<file path="config.mk">
export PLATFORM = sky130hd
export DESIGN_NAME = lector_contadores
export DESIGN_NICKNAME = d
export VERILOG_FILES = /design/src/rtl/lector_contadores.sv
export SDC_FILE = /design/constraint.sdc
export NUM_CORES = 1
export LEC_CHECK = 0
export CAP_MARGIN = 20
export CORE_AREA = 2 2 49 86
export CTS_BUF_LIST = sky130_fd_sc_hd__clkbuf_8
export DETAILED_ROUTE_END_ITERATION = 8
export DIE_AREA = 0 0 51 88
export HOLD_SLACK_MARGIN = 0.1
export PLACE_DENSITY = 0.84
export SYNTH_ARGS = -nofsm -noshare
export SYNTH_HDL_FRONTEND = slang
export SYNTH_SLANG_ARGS = --single-unit
</file>
<file path="constraint.sdc">
create_clock -name clk -period 3.8 [get_ports clk]
set_input_delay 1.14 -clock clk [delete_from_list [all_inputs] [get_ports clk]]
set_output_delay 1.14 -clock clk [all_outputs]
set_load 0.005 [all_outputs]
</file>
<file path="src/rtl/lector_contadores.sv">
// Counter-bank reader: on start, waits for idle, reads the N_CNT output-word counters
// one per cycle, sums them and compares the total against the expected word count.
module lector_contadores #(
  parameter int DATA_W = 5,
  parameter int N_CNT  = 4,
  parameter int IDX_W  = 2,
  parameter int SUM_W  = 7
) (
  input  logic              clk,
  input  logic              rst,
  input  logic              start,
  input  logic              idle,
  input  logic [DATA_W-1:0] data_in,
  input  logic              valid_in,
  input  logic [SUM_W-1:0]  esperado,
  output logic              req,
  output logic [IDX_W-1:0]  idx,
  output logic [DATA_W-1:0] cnt_0,
  output logic [DATA_W-1:0] cnt_1,
  output logic [DATA_W-1:0] cnt_2,
  output logic [DATA_W-1:0] cnt_3,
  output logic [SUM_W-1:0]  total,
  output logic              busy,
  output logic              done,
  output logic              match
);

  typedef enum logic [1:0] {REPOSO, WAIT_IDLE, LECTURA, FIN} state_t;

  localparam logic [IDX_W-1:0] LAST_IDX = IDX_W'(N_CNT - 1);

  state_t            state_reg;
  logic [IDX_W-1:0]  ptr_reg;
  logic [DATA_W-1:0] cnt_reg [N_CNT];
  logic [SUM_W-1:0]  total_reg;
  logic [SUM_W-1:0]  esperado_q;
  logic              match_reg;

  always_ff @(posedge clk) begin
    if (rst) begin
      state_reg  <= REPOSO;
      ptr_reg    <= '0;
      total_reg  <= '0;
      esperado_q <= '0;
      match_reg  <= 1'b0;
      for (int i = 0; i < N_CNT; i++) cnt_reg[i] <= '0;
    end else begin
      case (state_reg)
        REPOSO: begin
          // Results of the previous sweep stay visible until a new sweep is accepted.
          if (start) begin
            state_reg  <= WAIT_IDLE;
            ptr_reg    <= '0;
            total_reg  <= '0;
            esperado_q <= esperado;
            match_reg  <= 1'b0;
            for (int i = 0; i < N_CNT; i++) cnt_reg[i] <= '0;
          end
        end
        WAIT_IDLE: begin
          if (idle) state_reg <= LECTURA;
        end
        LECTURA: begin
          // A read that the bank does not validate is simply retried on the same index.
          if (valid_in) begin
            cnt_reg[ptr_reg] <= data_in;
            total_reg        <= total_reg + SUM_W'(data_in);
            if (ptr_reg == LAST_IDX) state_reg <= FIN;
            else                     ptr_reg   <= ptr_reg + IDX_W'(1);
          end
        end
        FIN: begin
          match_reg <= (total_reg == esperado_q);
          state_reg <= REPOSO;
        end
        default: state_reg <= REPOSO;
      endcase
    end
  end

  assign req   = (state_reg == LECTURA);
  assign idx   = ptr_reg;
  assign busy  = (state_reg != REPOSO);
  assign done  = (state_reg == FIN);
  assign total = total_reg;
  assign match = match_reg;
  assign cnt_0 = cnt_reg[0];
  assign cnt_1 = cnt_reg[1];
  assign cnt_2 = cnt_reg[2];
  assign cnt_3 = cnt_reg[3];

endmodule

</file>
After elaboration in Yosys (flattened, before gate mapping)
Memories as Yosys holds them, arrays and structs flattened.
Cells that the tools add are included.
{"block": "totals", "mem_bits_rw": 20, "mem_count": 1, "rom_bits": 0, "latchBits": 0, "regBits": 19}
{"name": "cnt_reg", "depth": 4, "width": 5, "read_ports": 4, "rd_ports_with_merged_regs": 0, "write_ports": 4, "line": "34", "rtl": "logic [DATA_W-1:0] cnt_reg [N_CNT];"}
{"block": "classes", "n_div": 0, "n_addsub": 2, "mul": 0, "n_reduce_logical": 10, "n_shift": 0, "n_mux": 31, "n_eq_ne": 10, "bitwise_logic": 4, "order_cmp": 0}
{"cell": "5-bit 2-to-1 mux", "n": 5}
{"cell": "2-bit 2-to-1 mux", "n": 8}
{"cell": "7-bit 2-to-1 mux", "n": 2}
{"cell": "7-bit one-hot mux with 2 select lines", "n": 1}
{"cell": "1-bit 2-to-1 mux", "n": 12}
{"cell": "2-bit inequality test, second input constant", "n": 4}
{"cell": "2-bit one-hot mux with 4 select lines", "n": 1}
{"cell": "4-bit AND reduction", "n": 2}
{"cell": "7-bit by 5-bit adder with 7-bit output", "n": 1}
{"cell": "7-bit equality test", "n": 1}
{"cell": "2-bit equality test, second input constant", "n": 3}
{"cell": "2-bit nonzero test", "n": 3}
{"cell": "5-bit OR reduction", "n": 1}
{"cell": "1-bit bitwise OR", "n": 4}
{"cell": "2-bit one-hot mux with 2 select lines", "n": 1}
{"cell": "2-bit AND reduction", "n": 2}
{"cell": "3-bit AND reduction", "n": 1}
{"cell": "2-bit by 1-bit adder with 2-bit output, second input constant", "n": 1}
{"cell": "2-bit by 1-bit equality test with 1-bit output, second input constant", "n": 1}
{"cell": "2-bit logical NOT", "n": 1}
{"cell": "2-bit by 1-bit inequality test with 1-bit output, second input constant", "n": 1}
{"cell": "1-bit one-hot mux with 2 select lines", "n": 1}

Depth between registers and ports, before layout
{"block": "logic_depth", "word_depth": 6, "depth_mapped": 7, "depth_no_buf": 7}

Worst setup path before layout
OpenSTA, ideal clock, no wires.
{"block": "synth_timing", "path_type": "in2reg", "startpoint": "in data_in[0]", "endpoint": "reg total_reg[6] (netlist: total[6])", "path_slack_ns": 1.327, "t_required_ns": 3.728, "t_arrival_ns": 2.401, "stages": 7, "setup_ns": 0.072, "path_buffers": 0, "cell_sequence": "ha_1 -> inv_1 -> fa_1 -> nor2b_1 -> o31ai_1 -> a211oi_2 -> mux2i_1"}
{"block": "synth_via", "elab_chain_len": 3}
{"element": "start, declared", "line": "13", "rtl": "input logic [DATA_W-1:0] data_in,"}
{"element": "7-bit by 5-bit adder with 7-bit output", "line": "67", "rtl": "total_reg <= total_reg + SUM_W'(data_in);"}
{"element": "7-bit 2-to-1 mux", "line": "65", "rtl": "if (valid_in) begin"}
{"element": "7-bit one-hot mux with 2 select lines", "line": "48", "rtl": "case (state_reg)"}
{"element": "end signal, assigned", "line": "67"}
{"element": "end, declared", "line": "35", "rtl": "logic [SUM_W-1:0] total_reg;"}
Every way passes these cells. The select of a mux whose other input is x is not followed.
A chain may end at the register's enable or synchronous reset.

Final worst setup path
Ends and elaborated chain as after synthesis.

==> flow_summary.yaml <==
die:
  rows: 30
  io_pins: 50
  initial_core_util_pct: 52.3
  die_width_microns: 51
  dieArea_sq_um: 4490
  coreArea_sq_um: 3790
  die_h_microns: 88
logic_synthesis:
  syn_nets: 220
  synth_seq_cells: 39
  synth_cell_types: 46
  synth_area_leader_cell: "edfxtp_1"
  synth_xor_area_share_pct: 3.53
  synth_async_sr_flop_share_pct: 0
  seq_area_frac_synth_pct: 49.4
  netlist_area_sq_um: 1980
  synth_top_family_by_area: "simple AND/OR/NAND/NOR gates"
  synth_fa_ha_area_share_pct: 9.21
  synthCells: 189
  synth-main-ff-cell: "edfxtp_1"
  muxShareOfSynthArea_pct: 1.77
  synth_top_area_share_pct: 30.3
  avgSynthCellArea_sq_um: 10.5
  synth_compound_area_share_pct: 12.8
  yosys_warnings: 0
  synth-edff-count: 20
  synthTopCellsByArea: "edfxtp_1, dfxtp_1, ha_1"
  synthSimpleGateAreaFrac_pct: 20.1
place:
  dp_slack_ps: 609
  dp.cells: 283
  dp_hpwl_mm: 3.07
  gp_congestion: 0.810
  portBuffers: 49
layout:
  fin_util_pct: 70.1
  finalNonFillerCells: 291
  largest_reg_flops: 20
  nFillCells: 292
  area_delta_synth_final_pct: 33.9
  n_antenna_cell: 0
  final_layout_size_suffix_gt1_share_pct: 8.23
  nets: 273
pwr:
  power_mw: 1.44
  p_per_area_nw_per_um2: 541
  power_leakage_nw: 1.11
  p_sw_mw: 0.414
  power.clock.fraction_pct: 27.8
  p_seq_share_pct: 39.0
  p_comb_share_pct: 33.2
  p_sw_share_pct: 28.8
  ir_drop_mv: 0.465
  p_int_mw: 1.02
drt:
  drc: 0
  drt.antenna.violating_nets: 0
  firstDrtPassIters: 4
  post_drt_via_cell_ratio: 5.30
  num_vias: 1541
  drt-wirelength-per-cell_microns: 13.2
  drt_iter0_drc: 21
  wl_mm: 3.85
timing:
  drv_slew: 0
  fmax_mhz: 346
  worst_slew_pin_slew_ps: 436
  fin_ws_ps: 906
  hold_viol: 0
  skew_ps: 6.58
  setup_tns_ps: 0
  finalCritPeriodShare_pct: 76.2
  period_needed_ps: 2890
  setup_viol: 0
  rsz0062_at_grt: "no"
  slew_headroom_pct: 70.9
critical_path:
  path_max_fanout: 5
  path_class: "input pin to flip-flop"
  crit_path_start_kind: "input pin"
  max_stage_delay_ps: 550
  end_kind: "flip-flop"
  required_ps: 4030
  arrival_ps: 3120
  critPathSlowestCell: "clkdlybuf4s50_1"
  worstPathCellList: "clkdlybuf4s50_1, ha_1, inv_1, fa_1, nor2b_1, o31ai_1, a211oi_2, mux2i_1"
grt:
  grt_max_degree: 17
  grt_antenna_before_repair: 0
  grt_overflow: 0
  grt_pass1_vias: 1533
  globalRouteTotalUtil_pct: 19.7
  grt_pass1_wl_mm: 6.49
clock_network:
  clock_latency_ps: 290
  cts_resized: 0
  path_clk_slew_ps: 70
  cts_buffers: 5
  htreeDepth: 2
  postCtsHoldBufs: 0
  clock-sinks: 39
  cts_tree: "built"
  cts_root_buf: "clkbuf_8"
  cts.path.max_buffers: 2
  cts_setup_buffers: 0
status:
  outcome: "complete, no violations"
run:
  maxCapViolations: 0
hold_path:
  min_path_type: "flip-flop to flip-flop"
-- final cells by class --
cell class / instances / area, sq um / share of cell area (%)
Sequential cell: 39 / 981 / 36.9
Multi-Input combinational cell: 134 / 941 / 35.4
Timing Repair Buffer: 50 / 498 / 18.7
Clock buffer: 5 / 68.8 / 2.59
Clock inverter: 3 / 63.8 / 2.40
Tap cell: 48 / 60.1 / 2.26
Inverter: 12 / 45.0 / 1.69
-- worst max-delay path, delay by kind of cell --
| family | cells | cell delay [ps] |
|---|---|---|
| compound gates | 2 | 360 |
| fa+ha+maj | 2 | 630 |
| buf+inv | 2 | 610 |
| mux | 1 | 190 |
| simple gates | 1 | 180 |
-- final timing paths --
path                                     from             to  slack (ps)  cells after the start
worst max-delay path               data_in[0]       total[6]         910                      8
worst min-delay path            esperado_q[6]  esperado_q[6]         470                      2
worst max register to register   state_reg[0]  cnt_reg[1][0]        1850                      6
worst min register to register  esperado_q[6]  esperado_q[6]         470                      2
-- cells by family (layout without fill, tap and decap cells) --
kind of cell             after synthesis  count (layout)
flip-flops                            39              39
AO/OA/AOI/OAI                         32              32
adder cells (fa/ha/maj)               14              14
XOR/XNOR                               8               8
multiplexers                           3               3
AND/OR/NAND/NOR                       77              77
buffers and inverters                 16              70
-- synth_stat cells, types with 3 or more instances --
master and count:
and3_1 12, dfxtp_1 19, nand2b_1 3, and2_1 6, a22oi_1 3, o21a_1 3, a21oi_1 9, nor2_1 14
edfxtp_1 20, inv_1 12, nand2_1 25, ha_1 13, xor2_1 7
-- per-layer routing --
metal | global-route usage, % | routed length, microns
met3 | 4.10 | 174
met4 | 17.0 | 256
met5 | 0 | 0
met2 | 36.8 | 2130
met1 | 16.9 | 1290
-- metrics by stage --
step	hold slack (ps)	area (sq um)
after floorplan	448	1980
after global placement	453	2520
after detailed placement	460	2520
after CTS	470	2660
after global routing	493	2660
final	466	2660
-- power by group through the flow --
stage	Sequential [mW]	Clock [mW]	Combinational (mW)
after floorplan	0.572	0	0.281
after global placement	0.567	0	0.473
after detailed placement	0.571	0	0.480
after CTS	0.562	0.408	0.484
after global routing	0.568	0.425	0.532
final	0.560	0.400	0.477
-- layout by cell type, fill, tap and decap left out, drive strengths merged, types with 5 or more instances in the layout --
cell type,n
a21oi,9
and2,6
and3,12
clkbuf,5
clkdlybuf4s50,49
dfxtp,19
edfxtp,20
ha,13
inv,13
nand2,27
nor2,16
xor2,7
Power figures use the tool's default switching activity.
